$ cat config.mk
export PLATFORM = sky130hd
export DESIGN_NAME = pipe_hazard_ctrl
export DESIGN_NICKNAME = d
export VERILOG_FILES = /design/src/rtl/pipe_hazard_ctrl.sv
export SDC_FILE = /design/constraint.sdc
export NUM_CORES = 1
export LEC_CHECK = 0
export CORE_MARGIN = 2
export CORE_UTILIZATION = 29
export DETAILED_ROUTE_END_ITERATION = 16
export GPL_ROUTABILITY_DRIVEN = 0
export HOLD_SLACK_MARGIN = 0.06
export SLEW_MARGIN = 25
export SYNTH_ARGS = -nofsm -noshare
export SYNTH_HDL_FRONTEND = slang
export SYNTH_SLANG_ARGS = --single-unit
$ cat constraint.sdc
create_clock -name clk -period 6.8 [get_ports clk]
set_clock_uncertainty 0.15 [all_clocks]
set_input_delay 0.68 -clock clk [delete_from_list [all_inputs] [get_ports clk]]
set_output_delay 0.68 -clock clk [all_outputs]
set_load 0.01 [all_outputs]
$ cat src/rtl/pipe_hazard_ctrl.sv
// Pipeline sequencer for the IF/ID/EX/MEM register chain: per-stage enables and flushes from
// load-use, taken-branch, memory-busy and halt conditions, plus a saturating stall counter.
module pipe_hazard_ctrl #(
   parameter int unsigned REGFILE_ADDR_WIDTH = 5,
   parameter int unsigned DRAIN_CYCLES       = 3,
   parameter int unsigned CNT_WIDTH          = 16
) (
   input  logic                          clk,
   input  logic                          reset,
   input  logic                          start,
   input  logic                          halt_req,
   input  logic                          mem_busy,
   input  logic                          branch_taken,
   input  logic [REGFILE_ADDR_WIDTH-1:0] id_rs1_addr,
   input  logic [REGFILE_ADDR_WIDTH-1:0] id_rs2_addr,
   input  logic [REGFILE_ADDR_WIDTH-1:0] ex_wr_addr,
   input  logic                          ex_wr_en,
   input  logic                          ex_mem_read,
   output logic                          pc_en,
   output logic                          if_id_en,
   output logic                          id_ex_en,
   output logic                          ex_mem_en,
   output logic                          if_id_flush,
   output logic                          id_ex_flush,
   output logic                          halted,
   output logic [CNT_WIDTH-1:0]          stall_cycles
);

   localparam int unsigned DcW = (DRAIN_CYCLES > 1) ? $clog2(DRAIN_CYCLES) : 1;
   localparam logic [DcW-1:0] DrainInit = DcW'(DRAIN_CYCLES - 1);

   typedef enum logic [2:0] {StIdle, StRun, StMemWait, StDrain, StHalted} state_e;

   state_e               state_q, state_d;
   logic [DcW-1:0]       drain_cnt_q, drain_cnt_d;
   logic                 halted_q, halted_d;
   logic [CNT_WIDTH-1:0] stall_cycles_q, stall_cycles_d;
   logic                 load_use;
   logic                 stall_inc;

   assign load_use = ex_mem_read && ex_wr_en && (ex_wr_addr != '0) &&
                     ((ex_wr_addr == id_rs1_addr) || (ex_wr_addr == id_rs2_addr));

   always_ff @(posedge clk or posedge reset) begin
      if (reset) begin
         state_q        <= StIdle;
         drain_cnt_q    <= '0;
         halted_q       <= 1'b0;
         stall_cycles_q <= '0;
      end else begin
         state_q        <= state_d;
         drain_cnt_q    <= drain_cnt_d;
         halted_q       <= halted_d;
         stall_cycles_q <= stall_cycles_d;
      end
   end

   always_comb begin
      state_d     = state_q;
      drain_cnt_d = drain_cnt_q;
      case (state_q)
         StIdle: if (start) state_d = StRun;
         StRun: begin
            if (mem_busy) begin
               state_d = StMemWait;
            end else if (!branch_taken && !load_use && halt_req) begin
               drain_cnt_d = DrainInit;
               state_d     = (DRAIN_CYCLES == 1) ? StHalted : StDrain;
            end
         end
         StMemWait: if (!mem_busy) state_d = StRun;
         StDrain: begin
            if (!mem_busy) begin
               if (drain_cnt_q == '0) state_d = StHalted;
               else                   drain_cnt_d = drain_cnt_q - DcW'(1);
            end
         end
         StHalted: if (start) state_d = StRun;
         default: state_d = StIdle;
      endcase
   end

   // Frozen-pipe cycles count whether they are the RUN cycle that sees mem_busy or MEMWAIT.
   always_comb begin
      stall_inc = ((state_q == StRun) && (mem_busy || (!branch_taken && load_use))) ||
                  ((state_q == StMemWait) && mem_busy);
      stall_cycles_d = stall_cycles_q;
      if (stall_inc && (stall_cycles_q != '1)) stall_cycles_d = stall_cycles_q + CNT_WIDTH'(1);
      halted_d = (state_d == StHalted);
   end

   always_comb begin
      pc_en       = 1'b0;
      if_id_en    = 1'b0;
      id_ex_en    = 1'b0;
      ex_mem_en   = 1'b0;
      if_id_flush = 1'b0;
      id_ex_flush = 1'b0;
      case (state_q)
         StRun: begin
            if (!mem_busy) begin
               if (branch_taken) begin
                  pc_en       = 1'b1;
                  if_id_en    = 1'b1;
                  id_ex_en    = 1'b1;
                  ex_mem_en   = 1'b1;
                  if_id_flush = 1'b1;
                  id_ex_flush = 1'b1;
               end else if (load_use) begin
                  id_ex_en    = 1'b1;
                  id_ex_flush = 1'b1;
                  ex_mem_en   = 1'b1;
               end else if (halt_req) begin
                  if_id_en    = 1'b1;
                  id_ex_en    = 1'b1;
                  ex_mem_en   = 1'b1;
                  if_id_flush = 1'b1;
               end else begin
                  pc_en     = 1'b1;
                  if_id_en  = 1'b1;
                  id_ex_en  = 1'b1;
                  ex_mem_en = 1'b1;
               end
            end
         end
         StDrain: begin
            if (!mem_busy) begin
               if_id_en    = 1'b1;
               id_ex_en    = 1'b1;
               ex_mem_en   = 1'b1;
               if_id_flush = 1'b1;
            end
         end
         default: ;
      endcase
   end

   assign halted       = halted_q;
   assign stall_cycles = stall_cycles_q;

endmodule
# ---- After elaboration in Yosys (flattened, before gate mapping)
# Index checks and enable logic that the tools add are counted.
# W data, S select, Z words.
dict set report word_totals {
  inputBits 23
  mem_count 0
  latch_bits 0
  out_inout_bits 23
  elab_cells 71
  reg_bits 22
  rom_bits 0
  ramBits 0
}
dict set report classes {
  bitwise 0
  order_cmp 0
  div 0
  n_mul 0
  addsub 2
  eq_ne 12
  n_reduce_logical 21
  n_shift 0
  n_mux 32
}
# op count
set ops {}
lappend ops {{$mux W1} 18}
lappend ops {{$mux W3} 6}
lappend ops {{$add A16 B1 Y16 const B} 1}
lappend ops {{$ne A16 B16 Y1 const B} 1}
lappend ops {{$pmux W3 S4} 1}
lappend ops {{$eq A5 B5 Y1} 2}
lappend ops {{$logic_and A1 B1 Y1} 9}
lappend ops {{$mux W2} 4}
lappend ops {{$ne A2 B2 Y1 const B} 4}
lappend ops {{$eq A3 B2 Y1 const B} 2}
lappend ops {{$eq A3 B3 Y1 const B} 2}
lappend ops {{$reduce_and A5 Y1} 1}
lappend ops {{$reduce_bool A5 Y1} 1}
lappend ops {{$pmux W1 S2} 2}
lappend ops {{$pmux W2 S2} 1}
lappend ops {{$reduce_or A2 Y1} 2}
lappend ops {{$eq A3 B1 Y1 const B} 1}
lappend ops {{$logic_not A3 Y1} 1}
lappend ops {{$logic_or A1 B1 Y1} 3}
lappend ops {{$logic_not A1 Y1} 2}
lappend ops {{$logic_not A2 Y1} 1}
lappend ops {{$reduce_bool A2 Y1} 1}
lappend ops {{$sub A2 B1 Y2 const B} 1}

# ---- Depth between registers and ports, before layout
# Gate-level depths: netlist (run 1).
dict set report logic_depth {
  word_depth 10
  depth_mapped 8
  ltp_nobuf 7
}

# ---- Worst setup path before layout (run 1)
# Ideal clock, no wire load.
dict set report synth_timing {
  path_kind {input port to output port}
  from {input port ex_wr_addr[0]}
  to {output port pc_en}
  path_buffers 0
  stages 5
  t_arrival_ns 1.810
  setup_slack_ns 4.160
  required_ns 5.970
  path_cell_list {or3_1 -> o311a_1 -> a21oi_1 -> nor2_1 -> nor3_1}
}
dict set report synth_via {
  elab_chain_len 7
  word_cells_on_any_way 10
  cone_classes {2 x eq/ne; 4 x mux; 4 x reduce/logical}
}
# item line
set synth_rtl {}
lappend synth_rtl {{from (decl)} 16} ;# input logic [REGFILE_ADDR_WIDTH-1:0] ex_wr_addr,
lappend synth_rtl {{$eq A5 B5 Y1 or $reduce_bool A5 Y1 (tied branches)} {42, 41}}
lappend synth_rtl {{$logic_or A1 B1 Y1 or $logic_and A1 B1 Y1 (tied branches)} {42, 41}}
lappend synth_rtl {{$logic_and A1 B1 Y1 (*)} 41} ;# assign load_use = ex_mem_read && ex_wr_en && (ex_wr_addr != '0) &&
lappend synth_rtl {{$mux W1 (*)} 109} ;# end else if (load_use) begin
lappend synth_rtl {{$mux W1 (*)} 102} ;# if (branch_taken) begin
lappend synth_rtl {{$mux W1 (*)} 101} ;# if (!mem_busy) begin
lappend synth_rtl {{$mux W1 (*)} 99} ;# case (state_q)
lappend synth_rtl {{to (decl)} 19} ;# output logic pc_en,
# Every way passes the cells marked *; elsewhere a longest branch is shown, timed or not.

# ---- Worst setup path in the final report (run 1)
dict set report layout_timing {
  from {input port ex_wr_addr[2]}
  to {output port id_ex_flush}
}
dict set report layout_via {
  elab_chain_len 7
  word_cells_on_any_way 10
  cone_classes {2 x eq/ne; 4 x mux; 4 x reduce/logical}
}
# item line
set layout_rtl {}
lappend layout_rtl {{$eq A5 B5 Y1 or $reduce_bool A5 Y1 (tied branches)} {42, 41}}
lappend layout_rtl {{$logic_or A1 B1 Y1 or $logic_and A1 B1 Y1 (tied branches)} {42, 41}}
lappend layout_rtl {{$logic_and A1 B1 Y1 (*)} 41}
lappend layout_rtl {{$mux W1 (*)} 109}
lappend layout_rtl {{$mux W1 (*)} 102}
lappend layout_rtl {{$mux W1 (*)} 101}
lappend layout_rtl {{$mux W1 (*)} 99}
lappend layout_rtl {{to (decl)} 24} ;# output logic id_ex_flush,
# Marked as above.

==> Implementation_results.wiki, run 1 <==
{| class="wikitable"
! Metric !! Value
|-
| Total number of placement rows || 25
|-
| Global route total overflow || 0
|-
| Max-cap check violation count || 0
|-
| Final setup violation count || 0
|-
| First-pass GRT wire length || 5333 um
|-
| P per Cell Area || 296.5 mW/mm^2
|-
| First-pass detailed-route iteration total || 4
|-
| Max rail drop VDD || 0.0001657 V
|-
| R2r setup slk || 4260 ps
|-
| Switching part of the total || 0.3594
|-
| Cell variety after synth || 38
|-
| Slowest stage cell on the critical path || clkdlybuf4s50_1
|-
| Total of buffers placed on input and output ports || 45
|-
| Sequential-to-total area share from yosys stat || 0.4015
|-
| Critical Path End Type || primary output
|-
| Die extent in x || 72.77 um
|-
| Number of max-slew violations in the final report || 0
|-
| Mapped cell area || 0.001371 mm^2
|-
| Achievable clock frequency || 275.2 MHz
|-
| Top FF cell, synth || dfrtp_1
|-
| Total via count after detailed routing || 1170
|-
| Worst-case headroom to the max-slew limit || 0.4331
|-
| Total inserted antenna cells || 0
|-
| Total Power Consumption || 0.5720 mW
|-
| Clock latency on the worst-skew pair || 260 ps
|-
| Aggregate routed wire length || 3048 um
|-
| Detailed-placement wirelength estimate || 2268 um
|-
| Type of the worst setup path || in2out
|-
| Leading cell type in the layout, fill and taps excluded || clkdlybuf4s50_1
|-
| Synthesized net count || 165
|-
| Synthesis warning total || 0
|-
| Remaining DRCs || 0
|-
| Hold-fix buffer count after cts || 0
|-
| Tmin final || 3633 ps
|-
| CTS resizes || 0
|-
| Number of buffers created by CTS || 3
|-
| Met1 track demand over resource in global routing || 0.1630
|-
| Iter 0 DRT Violations || 53
|-
| Die extent in y || 72.77 um
|-
| Die area || 0.005295 mm^2
|-
| Routed wirelength normalized by instance count || 12.75 um
|-
| Most used cells in the layout excluding fill and tap cells || 45 x clkdlybuf4s50_1, 22 x dfrtp_1, 15 x xnor2_1
|-
| Slowest cell delay on critical path || 570 ps
|-
| Cells along the critical path || clkdlybuf4s50_1 -> xnor2_1 -> nand3_1 -> o22ai_1 -> nand2_1 -> a211oi_1 -> clkdlybuf4s50_1
|-
| Met2 track utilization from global routing || 0.2131
|-
| Total internal power || 0.3664 mW
|-
| Count of mapped cells out of synthesis || 140
|-
| Flops & latches, synth || 22
|-
| Cell repeated most along the worst path || clkdlybuf4s50_1
|-
| Crit-path max FO || 4
|-
| Clock net sink count || 22
|-
| Placeable core area || 0.004629 mm^2
|-
| Layer carrying the most global-route usage || met2
|-
| Synthesized area per cell || 9.795 um^2
|-
| Antenna viol nets, final || 0
|-
| Setup repair after global routing missed its margin || false
|-
| Asr flop ratio synth || 1.000
|-
| Logic gate share of total power || 0.422
|-
| Leakage dissipation || 0.8407 nW
|-
| Data required time of the critical path || 5970 ps
|-
| Switching Power || 0.2056 mW
|-
| H-Tree Depth || 1
|-
| Clock root cell || clkbuf_8
|-
| CTS tree || done
|-
| Post-route fraction of the period consumed by the critical path || 0.5343
|-
| Data arrival at the endpoint of the critical path || 2800 ps
|-
| Setup Fix Bufs, Post-CTS || 0
|-
| Number of hold violations in the final report || 0
|-
| Number of flops mapped to enable cells by yosys || 0
|-
| Total I/O pin count || 46
|-
| Startpoint kind of the worst setup timing path || input port
|-
| TNS Setup || 0 ps
|-
| Met3 Track Usage GR || 0.02486
|-
| Slew of the pin with the lowest slew margin || 849.4 ps
|-
| Vias per inst || 4.895
|-
| Number of antenna violations at the first check in global routing || 0
|-
| Run status || complete, no violations
|-
| Class of the tightest hold or removal check || reg2reg
|-
| Clk buf depth || 2
|-
| Vias in the first global route || 1194
|-
| Ratio of cells with drive above 1 in the final layout || 0.1027
|-
| Layout net count || 211
|-
| Sequential power share || 0.367
|-
| Clock slew at the register clock pins of the worst setup and hold paths || 70 ps
|-
| Starting Density || 0.2962
|-
| Global-route total usage across every layer || 0.1262
|-
| Hold_ws || 349.8 ps
|-
| Share of total power in the clock network || 0.211
|-
| Maximum number of pins on one net before global-route repair || 23
|-
| Area growth, synth to finish || 40.69%
|}
==> flip-flops by register name (all words and copies together) (netlist names) <==
name          cells
drain_cnt_q       2
state_q           3
stall_cycles     16
halted            1
==> path summary, 6_finish.rpt <==
kind                                  startpoint          endpoint  depth (start not counted)
max in group asynchronous                  reset   stall_cycles[1]                          2
min in group asynchronous                  reset   stall_cycles[4]                          2
worst min-delay path            stall_cycles[10]  stall_cycles[10]                          1
worst min register to register  stall_cycles[10]  stall_cycles[10]                          1
worst max register to register   stall_cycles[0]   stall_cycles[1]                          6
worst max-delay path               ex_wr_addr[2]       id_ex_flush                          7
==> metal layers <==
layer  part of all wire  vias up
li1                   -      580
met1               0.47      547
met2               0.46       38
met3              0.062        5
met4             0.0095        0
met5                  0        -
==> cells by family (layout without fill, tap and decap cells) <==
family                   count (synthesis)  count (layout)  synth area share
buffers and inverters                   15              60           0.05291
multiplexers                             2               2           0.01551
XOR/XNOR                                25              25            0.1597
AND/OR/NAND/NOR                         54              54            0.2473
AO/OA/AOI/OAI                           20              20            0.1049
adder cells (fa/ha/maj)                  2               2           0.01825
flip-flops                              22              22            0.4015
==> cell usage after synthesis (2+ instances only) <==
cell type   n  share of area
nand4_1     3          0.014
nor3_1      6          0.022
a21oi_1     6          0.022
nor4_1      2         0.0091
nor3_2      5          0.036
nor2_1      8          0.022
or2_2       2         0.0091
dfrtp_1    22           0.40
xnor2_1    15          0.096
nand2_1     9          0.025
o21ai_0     3          0.011
inv_1      11          0.030
or3_1       2         0.0091
xor2_1     10          0.064
nor4_2      3          0.027
o22ai_1     2         0.0091
nand3_1     9          0.033
ha_1        2          0.018
==> final cells by class <==
class | instances | area, um^2
Clock buffer | 3 | 41.29
Clock inverter | 1 | 30.03
Fill cell | 454 | 2700
Inverter | 11 | 41.29
Multi-Input combinational cell | 103 | 748.2
Sequential cell | 22 | 550.5
Tap cell | 54 | 67.56
Timing Repair Buffer | 45 | 450.4
==> metrics by stage <==
| stage | cell area, um^2 | cells | utilization | setup slack [ps] |
|---|---|---|---|---|
| 2_1_floorplan | 1371 | 140 | - | 4160 |
| 3_3_place_gp | 1858 | 235 | 0.4014 | 3157 |
| 3_5_place_dp | 1858 | 235 | 0.4014 | 3140 |
| 4_1_cts | 1929 | 239 | 0.4168 | 3140 |
| 5_1_grt | 1929 | 239 | 0.4168 | 2967 |
| 6_report | 1929 | 239 | 0.4168 | 3167 |
==> power by group through the flow <==
| stage | Sequential, mW | Combinational [mW] | Clock (mW) |
|---|---|---|---|
| after global routing | 0.219 | 0.269 | 0.127 |
| after CTS | 0.210 | 0.245 | 0.124 |
| final | 0.210 | 0.241 | 0.121 |
| after global placement | 0.212 | 0.242 | 0 |
| after floorplan | 0.207 | 0.157 | 0 |
| after detailed placement | 0.212 | 0.243 | 0 |
==> worst max-delay path, delay by kind of cell <==
family / cells / cell delay (ps)
buffers and inverters: 2 / 1100
AOI/OAI and AO/OA: 2 / 640
and+or+nand+nor: 2 / 250
xor gates and xnor gates: 1 / 140
Power figures use the tool's default switching activity.
==> run 2, diff against run 1 <==
Clock period 6.8 ns to 3.5 ns, I/O delays scaled along.
==> run 2 against run 1 <==
Effect of this change: design area is 0.84% lower; critical endpoint unchanged; critical path type unchanged; final cell count stayed put; combinational power is 94% higher; total power is 84% higher; non-clock buffer count stayed put; clock power is 49% higher; sequential share of layout area is 0.24 points higher; clock-buffer cell count is 1 higher; sequential power is 93% higher; flip-flop and latch count stayed put; largest cell class unchanged; core utilization is 0.35 points lower.
==> Implementation_results.wiki, run 2 (same netlist as run 1, synthesis figures left out) <==
{| class="wikitable"
! Metric !! Value
|-
| Maximum number of pins on one net before global-route repair || 23 (unchanged)
|-
| Leakage dissipation || 0.8338 nW (was 0.8407 nW)
|-
| Crit-path max FO || 4 (unchanged)
|-
| Number of cell instances on the worst register-to-register path || 6 (unchanged)
|-
| Depth of the worst hold-timing path || 1 (unchanged)
|-
| Type of the worst setup path || in2out (unchanged)
|-
| P per Cell Area || 551.0 mW/mm^2 (was 296.5 mW/mm^2)
|-
| Die extent in y || 72.77 um (unchanged)
|-
| H-Tree Depth || 1 (unchanged)
|-
| Pre-CTS setup slack || 489.5 ps (was 3140 ps)
|-
| Remaining DRCs || 0 (unchanged)
|-
| First-pass GRT wire length || 5126 um (was 5333 um)
|-
| Aggregate routed wire length || 3010 um (was 3048 um)
|-
| Number of antenna violations at the first check in global routing || 0 (unchanged)
|-
| Final setup violation count || 0 (unchanged)
|-
| Hold_ws || 362.2 ps (was 349.8 ps)
|-
| Clock latency on the worst-skew pair || 260 ps (about the same)
|-
| Flip-flop and latch area || 550.5 um^2 (unchanged)
|-
| Placed Cells incl. Taps || 235 (unchanged)
|-
| Routed wirelength normalized by instance count || 12.59 um (was 12.75 um)
|-
| Global route total overflow || 0 (unchanged)
|-
| Die area || 0.005295 mm^2 (unchanged)
|-
| Number of buffers created by CTS || 3 (unchanged)
|-
| Tmin final || 2981 ps
|-
| Cell area reported after detailed placement || 0.001858 mm^2 (unchanged)
|-
| Total via count after detailed routing || 1150 (was 1170)
|-
| First-pass detailed-route iteration total || 4 (unchanged)
|-
| Max-cap check violation count || 0 (unchanged)
|-
| Final standard cell count with taps included and fillers excluded || 239 (unchanged)
|-
| Clock net sink count || 22 (unchanged)
|-
| Clock slew at the register clock pins of the worst setup and hold paths || 80 ps (was 70 ps)
|-
| Run status || complete, no violations (unchanged)
|-
| Worst Setup Slack, final || 519.0 ps (was 3167 ps)
|-
| Startpoint kind of the worst setup timing path || input port (unchanged)
|-
| Placeable core area || 0.004629 mm^2 (unchanged)
|-
| Met3 Track Usage GR || 0.02072 (was 0.02486)
|-
| Hold-fix buffer count after cts || 0 (unchanged)
|-
| Ratio of cells with drive above 1 in the final layout || 0.1027 (unchanged)
|-
| Clock root cell || clkbuf_8 (unchanged)
|-
| Iter 0 DRT Violations || 64 (was 53)
|-
| Area growth, synth to finish || 39.51% (was 40.69%)
|-
| Met2 track utilization from global routing || 0.2111 (was 0.2131)
|-
| Max rail drop VDD || 0.0002851 V (was 0.0001657 V)
|-
| End-of-flow core utilization || 0.4132 (was 0.4168)
|-
| Setup Fix Bufs, Post-CTS || 0 (unchanged)
|-
| Critical Path End Type || primary output (unchanged)
|-
| Total I/O pin count || 46 (unchanged)
|-
| Total number of placement rows || 25 (unchanged)
|-
| Data required time of the critical path || 3000 ps (was 5970 ps)
|-
| Area used by multi-input combinational logic || 748.2 um^2 (unchanged)
|-
| Total of buffers placed on input and output ports || 45 (unchanged)
|-
| Clk buf depth || 2 (unchanged)
|-
| Slew of the pin with the lowest slew margin || 835.2 ps (was 849.4 ps)
|-
| Detailed-placement wirelength estimate || 2300 um (was 2268 um)
|-
| TNS Setup || 0 ps (unchanged)
|-
| Layout net count || 211 (unchanged)
|-
| Global-route total usage across every layer || 0.1213 (was 0.1262)
|-
| Met1 track demand over resource in global routing || 0.1531 (was 0.1630)
|-
| Layer carrying the most global-route usage || met2 (unchanged)
|-
| Worst-case headroom to the max-slew limit || 0.4426 (was 0.4331)
|-
| Number of hold violations in the final report || 0 (unchanged)
|-
| Die extent in x || 72.77 um (unchanged)
|-
| Achievable clock frequency || 335.5 MHz
|-
| Number of max-slew violations in the final report || 0 (unchanged)
|-
| Starting Density || 0.2962 (unchanged)
|-
| Cell area after layout || 0.001913 mm^2 (was 0.001929 mm^2)
|-
| Total inserted antenna cells || 0 (unchanged)
|-
| Data arrival at the endpoint of the critical path || 2480 ps (was 2800 ps)
|-
| Vias in the first global route || 1149 (was 1194)
|-
| Max FFs per register || 16 (unchanged)
|-
| Post-route fraction of the period consumed by the critical path || 0.8517
|-
| CTS resizes || 0 (unchanged)
|-
| CTS tree || done (unchanged)
|-
| Total Power Consumption || 1.054 mW (was 0.5720 mW)
|-
| Vias per inst || 4.812 (was 4.895)
|-
| Setup repair after global routing missed its margin || false (unchanged)
|-
| Antenna viol nets, final || 0 (unchanged)
|-
| Class of the tightest hold or removal check || reg2reg (unchanged)
|-
| Most used cells in the layout excluding fill and tap cells || 45 x clkdlybuf4s50_1, 22 x dfrtp_1, 15 x xnor2_1 (unchanged)
|-
| Number of filler instances in the final layout || 444 (was 454)
|-
| Leading cell type in the layout, fill and taps excluded || clkdlybuf4s50_1 (unchanged)
|}
==> run 2: changes by cell type in the layout (fill, tap and decap cells not counted), sizes merged <==
cell	previous run	this run
bufinv	1	0
clkbuf	3	4
==> run 2: power by group <==
part           switching (mW)  total [mW]  internal (mW)  leakage (nW)
clock                  0.0799       0.180          0.100        0.0288
sequential             0.0884       0.406          0.318         0.268
combinational           0.227       0.468          0.241         0.537
total                   0.395        1.05          0.659         0.834
==> run 2: layout make-up <==
type                            count  share of cell area
Sequential cell                    22              0.2878
Timing Repair Buffer               45              0.2354
Multi-Input combinational cell    103              0.3911
Clock buffer                        4             0.02878
Inverter                           11             0.02158
Tap cell                           54             0.03532
==> run 2: worst paths after layout <==
| kind | from | to | slack [ps] |
|---|---|---|---|
| min | stall_cycles[10] | stall_cycles[10] | 360 |
| min reg2reg | stall_cycles[10] | stall_cycles[10] | 360 |
| min in group asynchronous | reset | halted | 400 |
| max in group asynchronous | reset | state_q[0] | 2280 |
| max | ex_wr_addr[4] | id_ex_flush | 520 |
| max reg2reg | stall_cycles[0] | stall_cycles[1] | 990 |
==> run 2: metal layers <==
layer  up-vias  share of wire
met5         -              0
met4         0          0.013
met3         5          0.058
met2        35           0.46
met1       533           0.47
li1        577              -
==> run 2: critical path, stage by stage <==
cell	delay, ps
clkdlybuf4s50_1	530
xnor2_1	140
nand3_1	90
o22ai_1	390
nand2_1	160
a211oi_1	250
clkdlybuf4s50_1	570
